`src/rtl/hazard_controller.sv`:
```
// hazard_controller: stall/flush/forwarding sequencing for the RV32I 5-stage pipeline.
// Optional macro HAZARD_FORWARDING_EN: EX-stage forwarding on, stalls only for load-use.
module hazard_controller #(
   parameter int unsigned WAIT_LIMIT = 16
) (
   input  logic        clk,
   input  logic        rst,
   input  logic [4:0]  rs1_id,
   input  logic [4:0]  rs2_id,
   input  logic        rs1_used_id,
   input  logic        rs2_used_id,
   input  logic [4:0]  rs1_ex,
   input  logic [4:0]  rs2_ex,
   input  logic [4:0]  rd_ex,
   input  logic        reg_write_ex,
   input  logic        load_ex,
   input  logic [4:0]  rd_mem,
   input  logic        reg_write_mem,
   input  logic [4:0]  rd_wb,
   input  logic        reg_write_wb,
   input  logic        branch_taken_ex,
   input  logic        dmem_req_mem,
   input  logic        dmem_ready,
   output logic        stall_if,
   output logic        stall_id,
   output logic        flush_id,
   output logic        flush_ex,
   output logic        freeze,
   output logic [1:0]  fwd_a_sel,
   output logic [1:0]  fwd_b_sel,
   output logic        mem_timeout,
   output logic [31:0] stall_cycles,
   output logic [31:0] flush_events
);

   localparam int unsigned CW = $clog2(WAIT_LIMIT + 1);
   localparam logic [CW-1:0] LIMIT_C = CW'(WAIT_LIMIT);

   typedef enum logic [0:0] {
      ST_RUN  = 1'b0,
      ST_WAIT = 1'b1
   } state_t;

   state_t        state_q, state_d;
   logic [CW-1:0] wait_cnt_q, wait_cnt_d;
   logic          timeout_q, timeout_d;
   logic [31:0]   stall_cnt_q, stall_cnt_d;
   logic [31:0]   flush_cnt_q, flush_cnt_d;

   logic freeze_s;
   logic hz_ex_s;
   logic data_hz_s;

   // A producer only matters when it writes a nonzero register that ID really reads.
   function automatic logic dep_on(input logic [4:0] rd, input logic we,
                                   input logic [4:0] s1, input logic u1,
                                   input logic [4:0] s2, input logic u2);
      return we && (rd != 5'd0) && ((u1 && (s1 == rd)) || (u2 && (s2 == rd)));
   endfunction

   assign freeze_s = dmem_req_mem & ~dmem_ready;
   assign hz_ex_s  = dep_on(rd_ex, reg_write_ex, rs1_id, rs1_used_id, rs2_id, rs2_used_id);

`ifdef HAZARD_FORWARDING_EN
   function automatic logic [1:0] fwd_sel(input logic [4:0] rs,
                                          input logic [4:0] rdm, input logic wem,
                                          input logic [4:0] rdw, input logic wew);
      if (rs == 5'd0) begin
         return 2'b00;
      end else if (wem && (rdm == rs)) begin
         return 2'b01;
      end else if (wew && (rdw == rs)) begin
         return 2'b10;
      end else begin
         return 2'b00;
      end
   endfunction

   assign data_hz_s = hz_ex_s & load_ex;

   // Operand source selection for the EX-stage muxes
   always_comb begin
      fwd_a_sel = 2'b00;
      fwd_b_sel = 2'b00;
      if (!rst) begin
         fwd_a_sel = fwd_sel(rs1_ex, rd_mem, reg_write_mem, rd_wb, reg_write_wb);
         fwd_b_sel = fwd_sel(rs2_ex, rd_mem, reg_write_mem, rd_wb, reg_write_wb);
      end else begin
         fwd_a_sel = 2'b00;
         fwd_b_sel = 2'b00;
      end
   end
`else
   logic unused_fwd_s;
   assign unused_fwd_s = ^{load_ex, rs1_ex, rs2_ex, rd_wb, reg_write_wb};

   // Without forwarding the consumer waits until the producer has left MEM
   assign data_hz_s = hz_ex_s
                    | dep_on(rd_mem, reg_write_mem, rs1_id, rs1_used_id, rs2_id, rs2_used_id);

   // Forwarding muxes always read the register file in this build
   always_comb begin
      fwd_a_sel = 2'b00;
      fwd_b_sel = 2'b00;
   end
`endif

   // Prioritised stall/flush decision; reset forces bubbles into IF/ID and ID/EX
   always_comb begin
      stall_if = 1'b0;
      stall_id = 1'b0;
      flush_id = 1'b0;
      flush_ex = 1'b0;
      freeze   = 1'b0;
      if (rst) begin
         flush_id = 1'b1;
         flush_ex = 1'b1;
      end else if (freeze_s) begin
         freeze = 1'b1;
      end else if (branch_taken_ex) begin
         flush_id = 1'b1;
         flush_ex = 1'b1;
      end else if (data_hz_s) begin
         stall_if = 1'b1;
         stall_id = 1'b1;
         flush_ex = 1'b1;
      end else begin
         stall_if = 1'b0;
      end
   end

   // Memory-wait FSM, timeout detection and performance counter next state
   always_comb begin
      state_d     = state_q;
      wait_cnt_d  = wait_cnt_q;
      timeout_d   = timeout_q;
      stall_cnt_d = stall_cnt_q + ((stall_id | freeze) ? 32'd1 : 32'd0);
      flush_cnt_d = flush_cnt_q + ((branch_taken_ex & ~freeze_s) ? 32'd1 : 32'd0);
      case (state_q)
         ST_RUN: begin
            wait_cnt_d = '0;
            if (freeze_s) begin
               state_d = ST_WAIT;
            end else begin
               state_d = ST_RUN;
            end
         end
         ST_WAIT: begin
            if (dmem_ready) begin
               state_d    = ST_RUN;
               wait_cnt_d = '0;
            end else if (freeze_s) begin
               if (wait_cnt_q != LIMIT_C) begin
                  wait_cnt_d = wait_cnt_q + CW'(1);
               end else begin
                  wait_cnt_d = wait_cnt_q;
               end
               if (wait_cnt_d == LIMIT_C) begin
                  timeout_d = 1'b1;
               end else begin
                  timeout_d = timeout_q;
               end
            end else begin
               wait_cnt_d = wait_cnt_q;
            end
         end
         default: begin
            state_d    = ST_RUN;
            wait_cnt_d = '0;
         end
      endcase
   end

   // Registered FSM state, sticky error and counters
   always_ff @(posedge clk) begin
      if (rst) begin
         state_q     <= ST_RUN;
         wait_cnt_q  <= '0;
         timeout_q   <= 1'b0;
         stall_cnt_q <= 32'd0;
         flush_cnt_q <= 32'd0;
      end else begin
         state_q     <= state_d;
         wait_cnt_q  <= wait_cnt_d;
         timeout_q   <= timeout_d;
         stall_cnt_q <= stall_cnt_d;
         flush_cnt_q <= flush_cnt_d;
      end
   end

   assign mem_timeout  = timeout_q;
   assign stall_cycles = stall_cnt_q;
   assign flush_events = flush_cnt_q;

endmodule
```
`config.mk`:
```
export PLATFORM = sky130hd
export DESIGN_NAME = hazard_controller
export DESIGN_NICKNAME = d
export VERILOG_FILES = /design/src/rtl/hazard_controller.sv
export SDC_FILE = /design/constraint.sdc
export NUM_CORES = 1
export LEC_CHECK = 0
export BUFFER_PORTS_ARGS = -buffer_cell sky130_fd_sc_hd__buf_2
export CORE_MARGIN = 2
export CORE_UTILIZATION = 54
export CTS_CLUSTER_SIZE = 24
export DETAILED_ROUTE_END_ITERATION = 12
export GPL_TIMING_DRIVEN = 0
export PLACE_DENSITY = 0.85
export SYNTH_ARGS = -nofsm -noshare
export SYNTH_HDL_FRONTEND = slang
export SYNTH_SLANG_ARGS = --single-unit
```
`constraint.sdc`:
```
create_clock -name clk -period 6.4 [get_ports clk]
set_input_delay 0.32 -clock clk [delete_from_list [all_inputs] [get_ports clk]]
set_output_delay 0.32 -clock clk [all_outputs]
set_load 0.05 [all_outputs]
```
==> results.py, run 1 <==
metrics = {
    "worst_setup_path": {
        "endpoint_kind": "flop",
        "ff2ff_setup_slack_ns": 4.20,
        "critical_path_arrival_ns": 2.96,
        "crit_path_max_fanout": 4,
        "r2r_cells": 7,
        "critical_path.reg2reg.endpoint": "flush_events[22]",
        "r2r-start": "flush_events[0]",
        "path_class": "primary input to flop",
        "critPathRequiredTime_ns": 6.60,
        "setup.worst_path.start_class": "primary input",
        "worst_setup_path_startpoint": "rs1_id[4]",
        "crit_path_end": "stall_cycles[20]",
    },
    "power": {
        "internal_power_mw": 0.598,
        "net-switching-power_mw": 0.191,
        "fin_total_pwr_mw": 0.788,
        "irDropWorstVdd_mv": 0.150,
        "share_clk_of_total_power": 0.353,
        "pwr-share-seq": 0.565,
        "p_leak_nw": 1.82,
        "switching_share": 0.242,
        "p_comb_frac": 0.081,
        "pwr_density_cell_nw_per_um2": 186,
    },
    "timing": {
        "final.min_clock_period_ns": 2.76,
        "grt_setup_unrepaired": "false",
        "clock.fmax_mhz": 362,
        "hold_viol": 0,
        "final_max_slew_viol_count": 0,
        "clock-skew-final_ns": 0.0113,
        "setup_violations": 0,
        "slew_headroom": 0.554,
        "total_neg_setup_slack_ns": 0,
        "timing.final.crit_share": 0.432,
        "timing_worst_slew_pin_value_ns": 0.666,
    },
    "clock_network": {
        "hold_buffers": 0,
        "cts_tree": "built",
        "cts.htree.levels": 3,
        "worst_skew_pair.late_latency_ns": 0.33,
        "clock_sinks": 71,
        "numCtsBuffers": 9,
        "clockBufferDepth": 2,
        "post-cts-setup-buffers": 0,
        "postCtsResizedCells": 0,
        "clock_transition_at_the_register_clock_pins_on_the_worst_setup_and_hold_paths_after_cts_ns": 0.07,
        "cts_root_buf": "sky130_fd_sc_hd__clkbuf_8",
    },
    "synthesis": {
        "synth_area_um2": 3500,
        "synth_flop_cell": "sky130_fd_sc_hd__dfxtp_1",
        "postSynthCellCount": 408,
        "synth-async-reset-ratio": 0,
        "synthesis.area_per_instance_um2": 8.57,
        "synth-warning-count": 0,
        "synth_edf_count": 0,
        "synth-seq-area-share": 0.406,
        "yosys.cell_types.count": 38,
        "ys_ff_latch": 71,
    },
    "route": {
        "via_count": 3178,
        "drt_pass1_iterations": 4,
        "avg_vias_per_cell": 5.32,
        "route.detailed.drc": 0,
        "routedWlPerCell_um": 13.1,
        "drt_wl_total_um": 7790,
        "ant_nets": 0,
        "drt_iter0_markers": 78,
    },
    "final_layout": {
        "multi_input_area_um2": 1970,
        "fillers": 552,
        "area_growth_syn_to_layout_pct": 21.0,
        "nNetsFinal": 571,
        "antenna_diodes": 0,
        "ff_latch_area_um2": 1420,
        "drive_above_1_share": 0.238,
    },
    "die": {
        "die_area_um2": 7140,
        "fp-row-count": 29,
        "ioPinCount": 120,
        "floorplan.core_area_um2": 6310,
        "die_height_um": 84.5,
        "die_width_um": 84.5,
        "floorplan.initialDensity": 0.554,
    },
    "run_status": {
        "run_status": "finished clean",
    },
    "placed_design": {
        "hpwl_um": 5930,
        "finalWeightedCongestion": 0.895,
        "io_buffer_count": 97,
    },
    "global_route": {
        "maximum_number_of_pins_on_one_net_before_global_route_repair": 11,
        "first_global_vias": 3008,
        "grt_antenna_before_repair": 0,
        "grt_overflow_total": 0,
        "global_route_wire_length_before_repair_um": 13200,
        "grt_use_total": 0.224,
    },
    "min_path": {
        "hold_class": "primary input to flop",
    },
    "flow_run": {
        "max-cap-violations": 0,
    },
}
-- synthesized netlist by cell type, types with 2 or more instances --
| master | n | area share |
|---|---|---|
| sky130_fd_sc_hd__and4_1 | 5 | 0.013 |
| sky130_fd_sc_hd__inv_1 | 8 | 0.0086 |
| sky130_fd_sc_hd__o21ai_0 | 13 | 0.019 |
| sky130_fd_sc_hd__and2_1 | 6 | 0.011 |
| sky130_fd_sc_hd__buf_2 | 2 | 0.0029 |
| sky130_fd_sc_hd__xnor2_1 | 24 | 0.060 |
| sky130_fd_sc_hd__dfxtp_1 | 71 | 0.41 |
| sky130_fd_sc_hd__a21oi_1 | 13 | 0.019 |
| sky130_fd_sc_hd__nand3_1 | 27 | 0.039 |
| sky130_fd_sc_hd__xor2_1 | 52 | 0.13 |
| sky130_fd_sc_hd__or2_2 | 4 | 0.0072 |
| sky130_fd_sc_hd__or3_1 | 11 | 0.020 |
| sky130_fd_sc_hd__buf_4 | 5 | 0.011 |
| sky130_fd_sc_hd__nor3_1 | 8 | 0.011 |
| sky130_fd_sc_hd__and3_1 | 8 | 0.014 |
| sky130_fd_sc_hd__ha_1 | 6 | 0.021 |
| sky130_fd_sc_hd__nor2_1 | 63 | 0.068 |
| sky130_fd_sc_hd__nand4_1 | 17 | 0.030 |
| sky130_fd_sc_hd__or4_1 | 2 | 0.0043 |
| sky130_fd_sc_hd__nand2_1 | 23 | 0.025 |
| sky130_fd_sc_hd__nor4_1 | 7 | 0.013 |
| sky130_fd_sc_hd__clkbuf_1 | 11 | 0.012 |
| sky130_fd_sc_hd__nor2b_1 | 5 | 0.0089 |
| sky130_fd_sc_hd__o22ai_1 | 2 | 0.0036 |
| sky130_fd_sc_hd__a32oi_1 | 2 | 0.0050 |
-- metrics by stage --
stage	std cells	hold slack, ns	setup slack, ns	area (um2)	util
5_1_grt	597	0.266	3.27	4230	0.670
2_1_floorplan	411	0.444	3.53	3510	-
3_3_place_gp	585	0.460	3.32	4090	0.648
3_5_place_dp	585	0.470	3.29	4090	0.648
6_report	597	0.263	3.64	4230	0.670
4_1_cts	597	0.257	3.62	4230	0.670
-- cells by family after synthesis --
group,synth area share
XOR/XNOR,0.190
other,0.00107
adder cells (fa/ha/maj),0.0215
buffers and inverters,0.0340
AND/OR/NAND/NOR,0.292
flip-flops,0.406
AO/OA/AOI/OAI,0.0547
-- worst max-delay path, stage by stage --
cell                      delay [ns]
sky130_fd_sc_hd__buf_2          0.12
sky130_fd_sc_hd__xor2_1         0.16
sky130_fd_sc_hd__nor4_1         0.30
sky130_fd_sc_hd__a32oi_1        0.17
sky130_fd_sc_hd__o22a_1         0.23
sky130_fd_sc_hd__o22ai_1        0.17
sky130_fd_sc_hd__ha_1           0.25
sky130_fd_sc_hd__ha_1           0.26
sky130_fd_sc_hd__nand2_1        0.10
sky130_fd_sc_hd__or3_1          0.42
sky130_fd_sc_hd__nor4_1         0.25
sky130_fd_sc_hd__xnor2_1        0.16
sky130_fd_sc_hd__nor2_1         0.05
-- how the worst min path moves through the flow --
stage                     endpoint    startpoint  cells after the start
after floorplan            state_q  dmem_req_mem                      1
after global placement     state_q       state_q                      1
after detailed placement   state_q       state_q                      1
after CTS                  state_q    dmem_ready                      3
after global routing       state_q    dmem_ready                      3
final                      state_q    dmem_ready                      3
-- metal layers --
layer | part of all wire | global-route usage | vias up
met5 | 0 | 0 | -
met4 | 0.011 | 0.0534 | 0
met3 | 0.061 | 0.0688 | 14
met2 | 0.49 | 0.385 | 95
met1 | 0.43 | 0.276 | 1464
li1 | - | - | 1605
-- power by group through the flow --
stage / Sequential (mW) / Clock, mW / Combinational (mW)
3_3_place_gp: 0.455 / 0 / 0.0627
6_report: 0.445 / 0.279 / 0.0642
5_1_grt: 0.445 / 0.305 / 0.0697
4_1_cts: 0.445 / 0.288 / 0.0643
2_1_floorplan: 0.461 / 0 / 0.0350
3_5_place_dp: 0.455 / 0 / 0.0640
-- registers in the layout, indices dropped and copies added, names as in the netlist --
signal and cells:
state_q 1, stall_cycles 32, flush_events 32, wait_cnt_q 5, mem_timeout 1
-- cell usage in the layout (no fill, tap or decap), types with 2 or more instances in the layout --
| master | netlist | layout |
|---|---|---|
| sky130_fd_sc_hd__nand2_1 | 23 | 23 |
| sky130_fd_sc_hd__buf_4 | 5 | 5 |
| sky130_fd_sc_hd__and2_1 | 6 | 6 |
| sky130_fd_sc_hd__a21oi_1 | 13 | 13 |
| sky130_fd_sc_hd__nor3_1 | 8 | 8 |
| sky130_fd_sc_hd__buf_2 | 2 | 99 |
| sky130_fd_sc_hd__or3_1 | 11 | 11 |
| sky130_fd_sc_hd__or4_1 | 2 | 2 |
| sky130_fd_sc_hd__dfxtp_1 | 71 | 71 |
| sky130_fd_sc_hd__xor2_1 | 52 | 52 |
| sky130_fd_sc_hd__inv_1 | 8 | 8 |
| sky130_fd_sc_hd__nor4_1 | 7 | 7 |
| sky130_fd_sc_hd__clkbuf_8 | 0 | 9 |
| sky130_fd_sc_hd__and4_1 | 5 | 5 |
| sky130_fd_sc_hd__or2_2 | 4 | 4 |
| sky130_fd_sc_hd__and3_1 | 8 | 8 |
| sky130_fd_sc_hd__xnor2_1 | 24 | 24 |
| sky130_fd_sc_hd__nand3_1 | 27 | 27 |
| sky130_fd_sc_hd__nand4_1 | 17 | 17 |
| sky130_fd_sc_hd__clkbuf_1 | 11 | 12 |
| sky130_fd_sc_hd__a32oi_1 | 2 | 2 |
| sky130_fd_sc_hd__nor2b_1 | 5 | 5 |
| sky130_fd_sc_hd__nor2_1 | 63 | 63 |
| sky130_fd_sc_hd__o21ai_0 | 13 | 13 |
| sky130_fd_sc_hd__ha_1 | 6 | 6 |
| sky130_fd_sc_hd__o22ai_1 | 2 | 2 |
| sky130_fd_sc_hd__conb_1 | 1 | 4 |
-- area by class of cell --
type / instances / share of cell area
Multi-Input combinational cell: 314 / 0.465
Inverter: 8 / 0.00710
Buffer: 18 / 0.0210
Clock inverter: 2 / 0.00296
Sequential cell: 71 / 0.336
Tap cell: 77 / 0.0228
Timing Repair Buffer: 97 / 0.115
Clock buffer: 10 / 0.0302
No activity file was read; power rests on OpenSTA's default activity.
==> inputs of run 2 (changes only) <==
- CORE_UTILIZATION: 54 -> 45
- PLACE_DENSITY: 0.85 -> 0.76
- clock period: 6.4 -> 2.5 ns (I/O delays scaled with it)
==> run 2 against run 1 <==
Register-to-register slack worse by 3.9 ns. Die area up 19%. Sequential cell count unchanged. Final area up 4.3%. Critical path type unchanged. Critical endpoint unchanged. Largest power group unchanged. Highest routed layer unchanged.
==> results.py, run 2 (synthesis gave the netlist of run 1 again) <==
metrics = {
    "route": {
        "drt_pass1_iterations": 4,
        "top_layer_used": "met4",
        "met2_wirelength_um": 3660,
        "drt_iter0_markers": 114,
        "routedWlPerCell_um": 12.5,
        "via_count": 3231,
        "ant_nets": 0,
        "drt_wl_total_um": 7910,
        "dr_wl_met3_um": 459,
        "m1WireLength_um": 3630,
        "route.detailed.drc": 0,
        "avg_vias_per_cell": 5.13,
    },
    "power": {
        "irDropWorstVdd_mv": 0.247,
        "p_leak_nw": 1.88,
        "fin_total_pwr_mw": 2.22,
        "pwr_density_cell_nw_per_um2": 503,
    },
    "worst_setup_path": {
        "cp_slowest_cell": "sky130_fd_sc_hd__or3_4",
        "critical_path.reg2reg.endpoint": "flush_events[14]",
        "cp_slowest_stage_delay_ns": 0.43,
        "critical_path_arrival_ns": 2.61,
        "critPathRequiredTime_ns": 2.70,
        "path_class": "primary input to flop",
        "crit_path_max_fanout": 4,
        "endpoint_kind": "flop",
        "critical_path.cell_chain": "buf_2 > xor2_1 > nor4_1 > a32oi_1 > o22a_1 > o22ai_2 > ha_2 > ha_4 > nand2_2 > or3_4 > nor4_4 > xnor2_1 > nor2_1",
        "r2r_cells": 7,
        "ff2ff_setup_slack_ns": 0.31,
        "cp_num_cells": 13,
        "r2r-start": "flush_events[0]",
        "worst_setup_path_startpoint": "rs1_id[4]",
        "worst_path_dominant_cell_family": "simple AND/OR/NAND/NOR gates",
        "number_of_buffer_and_inverter_stages_on_the_critical_path": 1,
        "crit_path_end": "stall_cycles[20]",
        "setup.worst_path.start_class": "primary input",
    },
    "flow_run": {
        "max-cap-violations": 0,
    },
    "clock_network": {
        "numCtsBuffers": 9,
        "clock_transition_at_the_register_clock_pins_on_the_worst_setup_and_hold_paths_after_cts_ns": 0.07,
        "cts_tree": "built",
        "worst_skew_pair.late_latency_ns": 0.34,
        "clock_sinks": 71,
        "cts.htree.levels": 3,
        "hold_buffers": 0,
        "clockBufferDepth": 2,
        "cts_root_buf": "sky130_fd_sc_hd__clkbuf_8",
    },
    "die": {
        "fp-row-count": 32,
        "ioPinCount": 120,
        "die_area_um2": 8500,
        "floorplan.initialDensity": 0.457,
        "die_width_um": 92.2,
        "floorplan.core_area_um2": 7650,
        "die_height_um": 92.2,
    },
    "global_route": {
        "grt_use_total": 0.193,
        "grt_overflow_total": 0,
        "maximum_number_of_pins_on_one_net_before_global_route_repair": 13,
        "grt_antenna_before_repair": 0,
        "global_route_wire_length_before_repair_um": 13500,
        "first_global_vias": 3073,
    },
    "final_layout": {
        "area_growth_syn_to_layout_pct": 26.2,
        "fillers": 706,
        "antenna_diodes": 0,
        "instances_no_fill": 630,
        "leading_cell_types_in_the_layout_fill_and_taps_excluded": "sky130_fd_sc_hd__buf_2, sky130_fd_sc_hd__dfxtp_1, sky130_fd_sc_hd__nor2_1",
        "mostFrequentLayoutCell": "sky130_fd_sc_hd__buf_2",
        "nNetsFinal": 575,
        "drive_above_1_share": 0.269,
    },
    "placed_design": {
        "io_buffer_count": 97,
        "hpwl_um": 5860,
        "finalWeightedCongestion": 0.894,
        "detailedPlace.worstSlack_ns": -0.460,
        "numPlacedInstances": 610,
    },
    "timing": {
        "timing.final.crit_share": 0.962,
        "layout_setup_ws_ns": 0.0959,
        "slew_headroom": 0.546,
        "grt_setup_unrepaired": "true",
        "final_max_slew_viol_count": 0,
        "setup_violations": 0,
        "clock-skew-final_ns": 0.0110,
        "hold_viol": 0,
        "clock.fmax_mhz": 416,
        "final.min_clock_period_ns": 2.40,
        "timing_worst_slew_pin_value_ns": 0.678,
    },
    "run_status": {
        "run_status": "finished clean",
    },
    "min_path": {
        "hold_class": "primary input to flop",
    },
}
[run 2: cell count changes in the layout (fill, tap and decap cells not counted), sizes merged]
cell / previous run / this run
bufinv: 0 / 1
clkbuf: 21 / 22
clkinvlp: 1 / 3
buf: 104 / 108
[run 2: final cells by class]
type | count | area (um2) | area share
clock buffer | 11 | 141 | 0.0320
tap | 102 | 128 | 0.0289
clock inverter | 5 | 57.6 | 0.0130
sequential | 71 | 1420 | 0.322
timing repair buffer | 102 | 523 | 0.118
inverter | 8 | 30.0 | 0.00680
buffer | 17 | 83.8 | 0.0190
multi-input combinational | 314 | 2030 | 0.460
[run 2: worst min path at each step]
| stage | from | end | slack (ns) | cells past startpoint |
|---|---|---|---|---|
| final | dmem_ready | state_q | 0.08 | 3 |
| after floorplan | dmem_req_mem | state_q | 0.25 | 1 |
| after global routing | dmem_ready | state_q | 0.09 | 3 |
| after detailed placement | dmem_ready | state_q | 0.43 | 3 |
| after CTS | dmem_ready | state_q | 0.07 | 3 |
| after global placement | dmem_ready | state_q | 0.42 | 3 |
[run 2: through the flow]
| stage | instance area, um2 | TNS, ns | hold WS [ns] | util |
|---|---|---|---|---|
| floorplan | 3510 | 0 | 0.249 | - |
| global placement | 4120 | -5.53 | 0.418 | 0.539 |
| detailed placement | 4120 | -5.98 | 0.435 | 0.539 |
| CTS | 4340 | 0 | 0.0691 | 0.568 |
| global route | 4410 | -0.0165 | 0.0891 | 0.577 |
| finish | 4410 | 0 | 0.0764 | 0.577 |
[run 2: tightest hold or removal path: cells and delay by family]
kind	cells	cell delay, ns
buf+inv	1	0.10
compound gates	1	0.09
simple gates	1	0.05
[run 2: what timing repair did]
| action | in CTS | in global routing |
|---|---|---|
| pin swaps | 0 | 8 |
| gates resized for setup | 3 | 9 |
| endpoints found under the hold margin | 0 | 0 |
| buffers inserted | 1 | 4 |
| setup endpoints to repair | 6 | 16 |
[run 2: metal layers]
layer | global-route usage | vias to the layer above
li1 | - | 1625
met1 | 0.249 | 1491
met2 | 0.309 | 101
met3 | 0.0403 | 14
met4 | 0.0896 | 0
met5 | 0 | -
[run 2: power breakdown]
| group | switching [mW] | leakage [nW] | internal [mW] |
|---|---|---|---|
| Sequential | 0.00407 | 0.572 | 1.14 |
| Combinational | 0.109 | 1.22 | 0.0587 |
| Clock | 0.428 | 0.0916 | 0.487 |
| Total | 0.541 | 1.88 | 1.68 |
